==> src/rtl/cpu_ctrl_pkg.sv <==
// Shared definitions for the R-type control sequencer: the sequencer state
// encoding, the ALU opcode map and small opcode classification helpers.
package cpu_ctrl_pkg;

  // Opcodes are 5 bits wide in the instruction format.
  localparam int OPC_W = 5;

  localparam logic [OPC_W-1:0] OP_ADD = 5'b00001;
  localparam logic [OPC_W-1:0] OP_SUB = 5'b00010;
  localparam logic [OPC_W-1:0] OP_AND = 5'b00011;
  localparam logic [OPC_W-1:0] OP_OR  = 5'b00100;
  localparam logic [OPC_W-1:0] OP_SHR = 5'b00101;
  localparam logic [OPC_W-1:0] OP_SHL = 5'b00110;
  localparam logic [OPC_W-1:0] OP_ROR = 5'b00111;
  localparam logic [OPC_W-1:0] OP_ROL = 5'b01000;
  localparam logic [OPC_W-1:0] OP_MUL = 5'b01001;
  localparam logic [OPC_W-1:0] OP_DIV = 5'b01010;
  localparam logic [OPC_W-1:0] OP_NEG = 5'b01011;
  localparam logic [OPC_W-1:0] OP_NOT = 5'b01100;

  // One state per control step: fetch (T0-T2), decode (T3), execute (T4-T6).
  typedef enum logic [3:0] {
    ST_IDLE,
    ST_T0,
    ST_T1,
    ST_T2,
    ST_T3,
    ST_T4,
    ST_T5,
    ST_T6,
    ST_DONE
  } state_t;

  // True for every opcode the datapath ALU implements.
  function automatic logic is_legal_op(input logic [OPC_W-1:0] op);
    logic legal;
    case (op)
      OP_ADD, OP_SUB, OP_AND, OP_OR,
      OP_SHR, OP_SHL, OP_ROR, OP_ROL,
      OP_MUL, OP_DIV, OP_NEG, OP_NOT: legal = 1'b1;
      default:                        legal = 1'b0;
    endcase
    return legal;
  endfunction

  // Two-operand ops read Rc onto the bus in T4; NEG/NOT only use Y (Rb).
  function automatic logic is_two_operand(input logic [OPC_W-1:0] op);
    return is_legal_op(op) && (op != OP_NEG) && (op != OP_NOT);
  endfunction

  // MUL/DIV produce a 64-bit result that lands in the HI/LO pair.
  function automatic logic is_muldiv(input logic [OPC_W-1:0] op);
    return (op == OP_MUL) || (op == OP_DIV);
  endfunction

endpackage

==> src/rtl/ir_field_decode.sv <==
// Splits an instruction word into opcode and Ra/Rb/Rc, turns each register
// field into a one-hot select and flags instructions the sequencer cannot run.
module ir_field_decode
  import cpu_ctrl_pkg::*;
#(
  parameter int NUM_REGS  = 16,
  parameter int REG_IDX_W = $clog2(NUM_REGS),
  parameter int OPCODE_W  = 5,
  parameter int IR_W      = 32
) (
  input  logic [IR_W-1:0]     ir,
  output logic [OPCODE_W-1:0] opcode,
  output logic [NUM_REGS-1:0] ra_sel,
  output logic [NUM_REGS-1:0] rb_sel,
  output logic [NUM_REGS-1:0] rc_sel,
  output logic                two_operand,
  output logic                muldiv,
  output logic                illegal
);

  // Field positions, MSB-first after the opcode.
  localparam int RA_MSB = IR_W - 1 - OPCODE_W;
  localparam int RB_MSB = RA_MSB - REG_IDX_W;
  localparam int RC_MSB = RB_MSB - REG_IDX_W;
  localparam int LOW_W  = RC_MSB + 1 - REG_IDX_W;

  logic [REG_IDX_W-1:0] ra;
  logic [REG_IDX_W-1:0] rb;
  logic [REG_IDX_W-1:0] rc;
  logic                 op_legal;

  assign opcode = ir[IR_W-1 -: OPCODE_W];
  assign ra     = ir[RA_MSB -: REG_IDX_W];
  assign rb     = ir[RB_MSB -: REG_IDX_W];
  assign rc     = ir[RC_MSB -: REG_IDX_W];

  // A field that names a register beyond NUM_REGS matches no select bit,
  // so its one-hot vector is all zero and that doubles as the range check.
  genvar gi;
  generate
    for (gi = 0; gi < NUM_REGS; gi++) begin : g_sel
      assign ra_sel[gi] = (ra == REG_IDX_W'(gi));
      assign rb_sel[gi] = (rb == REG_IDX_W'(gi));
      assign rc_sel[gi] = (rc == REG_IDX_W'(gi));
    end
  endgenerate

  // Immediate / spare bits below Rc are not used by R-type instructions.
  generate
    if (LOW_W > 0) begin : g_low
      logic unused_low;
      assign unused_low = ^ir[LOW_W-1:0];
    end
  endgenerate

  assign op_legal    = is_legal_op(OPC_W'(opcode));
  assign two_operand = is_two_operand(OPC_W'(opcode));
  assign muldiv      = is_muldiv(OPC_W'(opcode));
  assign illegal     = !op_legal || !(|ra_sel) || !(|rb_sel) || !(|rc_sel);

endmodule

==> src/rtl/rtype_control_sequencer.sv <==
// Control-step sequencer for the single-bus datapath: fetches one instruction
// and executes a register-register ALU op, one control step per state.
// Optional build macro SEQ_STEP_EN: when defined every non-IDLE state holds
// (strobes still asserted) until `step` is high at a clock edge.
module rtype_control_sequencer
  import cpu_ctrl_pkg::*;
#(
  parameter int NUM_REGS  = 16,
  parameter int REG_IDX_W = $clog2(NUM_REGS),
  parameter int OPCODE_W  = 5,
  parameter int IR_W      = 32
) (
  input  logic                clk,
  input  logic                clr,
  input  logic                start,
  input  logic                step,
  input  logic [IR_W-1:0]     ir,
  output logic                busy,
  output logic                done,
  output logic                illegal,
  output logic                pc_out,
  output logic                inc_pc,
  output logic                mar_in,
  output logic                pc_in,
  output logic                read,
  output logic                mdr_in,
  output logic                mdr_out,
  output logic                ir_in,
  output logic                y_in,
  output logic                z_in,
  output logic                z_low_out,
  output logic                z_high_out,
  output logic                hi_in,
  output logic                lo_in,
  output logic [NUM_REGS-1:0] reg_in,
  output logic [NUM_REGS-1:0] reg_out,
  output logic [OPCODE_W-1:0] alu_op
);

  state_t state;
  state_t state_next;

  // Copy of the instruction taken in T3 so the datapath IR may change later.
  logic [IR_W-1:0] ir_held;
  logic            illegal_held;

  logic [IR_W-1:0]     ir_dec;
  logic [OPCODE_W-1:0] dec_opcode;
  logic [NUM_REGS-1:0] dec_ra_sel;
  logic [NUM_REGS-1:0] dec_rb_sel;
  logic [NUM_REGS-1:0] dec_rc_sel;
  logic                dec_two_operand;
  logic                dec_muldiv;
  logic                dec_illegal;
  logic                advance;

`ifdef SEQ_STEP_EN
  assign advance = step;
`else
  logic unused_step;
  assign advance     = 1'b1;
  assign unused_step = step;
`endif

  // T3 decodes the live IR (it is being captured that cycle); later steps
  // work from the held copy.
  assign ir_dec = (state == ST_T3) ? ir : ir_held;

  ir_field_decode #(
    .NUM_REGS  (NUM_REGS),
    .REG_IDX_W (REG_IDX_W),
    .OPCODE_W  (OPCODE_W),
    .IR_W      (IR_W)
  ) u_decode (
    .ir          (ir_dec),
    .opcode      (dec_opcode),
    .ra_sel      (dec_ra_sel),
    .rb_sel      (dec_rb_sel),
    .rc_sel      (dec_rc_sel),
    .two_operand (dec_two_operand),
    .muldiv      (dec_muldiv),
    .illegal     (dec_illegal)
  );

  // State register; clr drops straight back to IDLE from any step.
  always_ff @(posedge clk or negedge clr) begin
    if (!clr) begin
      state <= ST_IDLE;
    end else begin
      state <= state_next;
    end
  end

  // Capture the instruction and its legality in T3; forget it once idle.
  always_ff @(posedge clk or negedge clr) begin
    if (!clr) begin
      ir_held      <= '0;
      illegal_held <= 1'b0;
    end else if (state == ST_T3) begin
      ir_held      <= ir;
      illegal_held <= dec_illegal;
    end else if (state == ST_IDLE) begin
      ir_held      <= '0;
      illegal_held <= 1'b0;
    end
  end

  // Next-state and strobe decode from the registered state.
  always_comb begin
    state_next = state;
    busy       = (state != ST_IDLE);
    done       = 1'b0;
    illegal    = 1'b0;
    pc_out     = 1'b0;
    inc_pc     = 1'b0;
    mar_in     = 1'b0;
    pc_in      = 1'b0;
    read       = 1'b0;
    mdr_in     = 1'b0;
    mdr_out    = 1'b0;
    ir_in      = 1'b0;
    y_in       = 1'b0;
    z_in       = 1'b0;
    z_low_out  = 1'b0;
    z_high_out = 1'b0;
    hi_in      = 1'b0;
    lo_in      = 1'b0;
    reg_in     = '0;
    reg_out    = '0;
    alu_op     = '0;

    case (state)
      ST_IDLE: begin
        if (start) begin
          state_next = ST_T0;
        end
      end

      // MAR <- PC, Z <- PC + 1
      ST_T0: begin
        pc_out = 1'b1;
        mar_in = 1'b1;
        inc_pc = 1'b1;
        z_in   = 1'b1;
        if (advance) begin
          state_next = ST_T1;
        end
      end

      // PC <- Z, MDR <- M[MAR]
      ST_T1: begin
        z_low_out = 1'b1;
        pc_in     = 1'b1;
        read      = 1'b1;
        mdr_in    = 1'b1;
        if (advance) begin
          state_next = ST_T2;
        end
      end

      // IR <- MDR
      ST_T2: begin
        mdr_out = 1'b1;
        ir_in   = 1'b1;
        if (advance) begin
          state_next = ST_T3;
        end
      end

      // Y <- Rb, or bail out to DONE without touching the datapath
      ST_T3: begin
        if (!dec_illegal) begin
          reg_out = dec_rb_sel;
          y_in    = 1'b1;
        end
        if (advance) begin
          state_next = dec_illegal ? ST_DONE : ST_T4;
        end
      end

      // Z <- Y op Rc (or op Y for NEG/NOT)
      ST_T4: begin
        alu_op = dec_opcode;
        z_in   = 1'b1;
        if (dec_two_operand) begin
          reg_out = dec_rc_sel;
        end
        if (advance) begin
          state_next = ST_T5;
        end
      end

      // Ra <- Zlow, or LO <- Zlow for mul/div
      ST_T5: begin
        z_low_out = 1'b1;
        if (dec_muldiv) begin
          lo_in = 1'b1;
        end else begin
          reg_in = dec_ra_sel;
        end
        if (advance) begin
          state_next = dec_muldiv ? ST_T6 : ST_DONE;
        end
      end

      // HI <- Zhigh
      ST_T6: begin
        z_high_out = 1'b1;
        hi_in      = 1'b1;
        if (advance) begin
          state_next = ST_DONE;
        end
      end

      ST_DONE: begin
        done    = 1'b1;
        illegal = illegal_held;
        if (advance) begin
          state_next = ST_IDLE;
        end
      end

      default: begin
        state_next = ST_IDLE;
      end
    endcase
  end

endmodule

==> config.mk <==
export PLATFORM = sky130hd
export DESIGN_NAME = rtype_control_sequencer
export DESIGN_NICKNAME = d
export VERILOG_FILES = /design/src/rtl/cpu_ctrl_pkg.sv /design/src/rtl/ir_field_decode.sv /design/src/rtl/rtype_control_sequencer.sv
export SDC_FILE = /design/constraint.sdc
export NUM_CORES = 1
export LEC_CHECK = 0
export ABC_AREA = 1
export CORE_ASPECT_RATIO = 0.8
export CORE_UTILIZATION = 45
export DETAILED_ROUTE_END_ITERATION = 10
export PLACE_DENSITY = 0.78
export REMOVE_ABC_BUFFERS = 1
export SLEW_MARGIN = 20
export SYNTH_ARGS = -nofsm -noshare
export SYNTH_HDL_FRONTEND = slang
export SYNTH_HIERARCHICAL = 1
export SYNTH_SLANG_ARGS = --single-unit
==> constraint.sdc <==
create_clock -name clk -period 6 [get_ports clk]
set_input_delay 1.2 -clock clk [delete_from_list [all_inputs] [get_ports clk]]
set_output_delay 1.2 -clock clk [all_outputs]
set_load 0.01 [all_outputs]
==> impl_metrics.json <==
{
  "grt_first_pass_wirelength_um": 8460,
  "pin_count": 90,
  "maxCapViolCount": 0,
  "finalMaxSlewViolations": 0,
  "post-route-util_pct": 64.0,
  "worst_setup_path_endpoint": "reg_out[10]",
  "required_ns": 4.80,
  "worst-path-max-fanout": 16,
  "die_h_um": 63.4,
  "p_leak_nw": 1.17,
  "postSynthCellCount": 373,
  "pre_cts_slack_ns": 1.08,
  "synth.avg_cell_area_um2": 5.69,
  "power_density_nw_per_um2": 368,
  "syn2layout_area_growth_pct": 31.5,
  "ff2ff_setup_slack_ns": 3.22,
  "overflow": 0,
  "vdd_drop_max_v": 0.000234,
  "drc_errors": 0,
  "cts_hold_buf": 0,
  "grt_usage_pct": 20.8,
  "cts_made_buffers": 3,
  "postRouteAntennaNets": 0,
  "portBuffers": 73,
  "drive_above_1_share_pct": 4.75,
  "clockBufferDepth": 2,
  "coreArea_um2": 4360,
  "wire_per_inst_um": 10.2,
  "max_freq_mhz": 203,
  "dieArea_um2": 5000,
  "drt_iter0_markers": 133,
  "antenna_found_initial": 0,
  "clock_latency_ns": 0.26,
  "holdCritPathClass": "reg2reg",
  "reg2reg_from": "state[3]",
  "tightest_slew_ns": 0.734,
  "fin_nets": 458,
  "clock_sink_count": 22,
  "rsz0062_at_grt": "no",
  "dp_cells": 474,
  "layout_setup_ws_ns": 1.09,
  "cp.arrival_ns": 3.71,
  "setup-violations-final": 0,
  "ys_warn_count": 6,
  "synth_area_um2": 2120,
  "hold_violations": 0,
  "rows": 21,
  "firstDrtPassIters": 4,
  "cts_tree": "yes",
  "max_slew_margin_pct": 51.0,
  "gp_congestion": 0.824,
  "vias": 2240,
  "reg2reg_depth": 7,
  "root_buffer": "clkbuf_8",
  "fin_cells": 478,
  "htree_levels": 1,
  "startpoint": "ir[28]",
  "reg2reg_to": "state[3]",
  "worst_setup_path_start_kind": "input pin",
  "status": "completed",
  "finalSetupTns_ns": 0,
  "cp_slowest_cell": "clkdlybuf4s50_1",
  "clk_pin_slew_worst_paths_ns": 0.08,
  "routed_wl_um": 4850,
  "grt_pass1_vias": 1991,
  "die_width_um": 78.8,
  "timing.hold.ws_ns": 0.510,
  "period_share_pct": 81.9,
  "end_kind": "primary output",
  "critPathKind": "in2out",
  "viasPerCell": 4.69,
  "cts_setup_buffers": 0,
  "cts_resized": 0,
  "crit_chain": "clkdlybuf4s50_1, inv_1, o21ai_0, nor2_2, nand2_2, nand3_2, nor2_2, nand3_2, o21ai_0, clkdlybuf4s50_1",
  "place_hpwl_um": 3820,
  "cpPeakStageDelay_ns": 0.58,
  "grt_max_degree": 52,
  "finalCriticalPeriod_ns": 4.91,
  "antennaDiodeCount": 0,
  "start_util_pct": 48.7,
  "finClkSkew_ns": 0.00117
}
-- state kept, by name (all words and copies together), names as in the netlist --
register,flops
state,4
ir_held,17
illegal_held,1
-- worst max-delay path, delay by kind of cell --
family          cells  cell delay (ns)
buf+inv             3             1.07
compound gates      2             0.77
simple gates        5             0.68
-- area by class of cell --
| cell class | instances | area, um2 |
|---|---|---|
| repair buffers | 73 | 726 |
| multi-input cells | 237 | 1070 |
| clock buffers | 4 | 55.1 |
| fillers | 449 | 1570 |
| inverters | 85 | 319 |
| flip-flops and latches | 22 | 551 |
| well taps | 57 | 71.3 |
-- placed cells by master, fill, tap and decap left out, drive strengths merged --
cell and instances:
inv 85, nor2 77, nand2 73, clkdlybuf4s50 72
o21ai 68, dfrtp 22, nand3 10, clkbuf 4
nor3 3, nand4 3, nand3b 1, nor4 1
or2 1, buf 1
-- through the flow --
step	instance area, um2	total power (W)
finish	2790	0.00103
global route	2790	0.00113
CTS	2800	0.00103
detailed placement	2740	0.000921
global placement	2740	0.000902
floorplan	1940	0.000710
-- where the power goes --
| group | switching, W | internal, W | leakage (nW) |
|---|---|---|---|
| logic | 0.000417 | 0.000237 | 0.849 |
| registers | 0.0000576 | 0.000210 | 0.297 |
| clock network | 0.0000469 | 0.0000584 | 0.0288 |
| total | 0.000521 | 0.000505 | 1.17 |
-- worst min path at each step --
stage	start	depth (start not counted)	endpoint
2_1_floorplan	illegal_held	2	illegal_held
5_1_grt	ir_held[25]	2	ir_held[25]
3_5_place_dp	illegal_held	2	illegal_held
3_3_place_gp	illegal_held	2	illegal_held
4_1_cts	illegal_held	2	illegal_held
6_report	ir_held[17]	2	ir_held[17]
-- layer usage --
metal	track usage (%)	part of all wire, %	up-vias
li1	-	-	1197
met1	28.3	48	982
met2	35.1	47	59
met3	3.91	5.0	2
met4	2.08	0.23	0
met5	0	0	-
No activity file was read; power rests on OpenSTA's default activity.
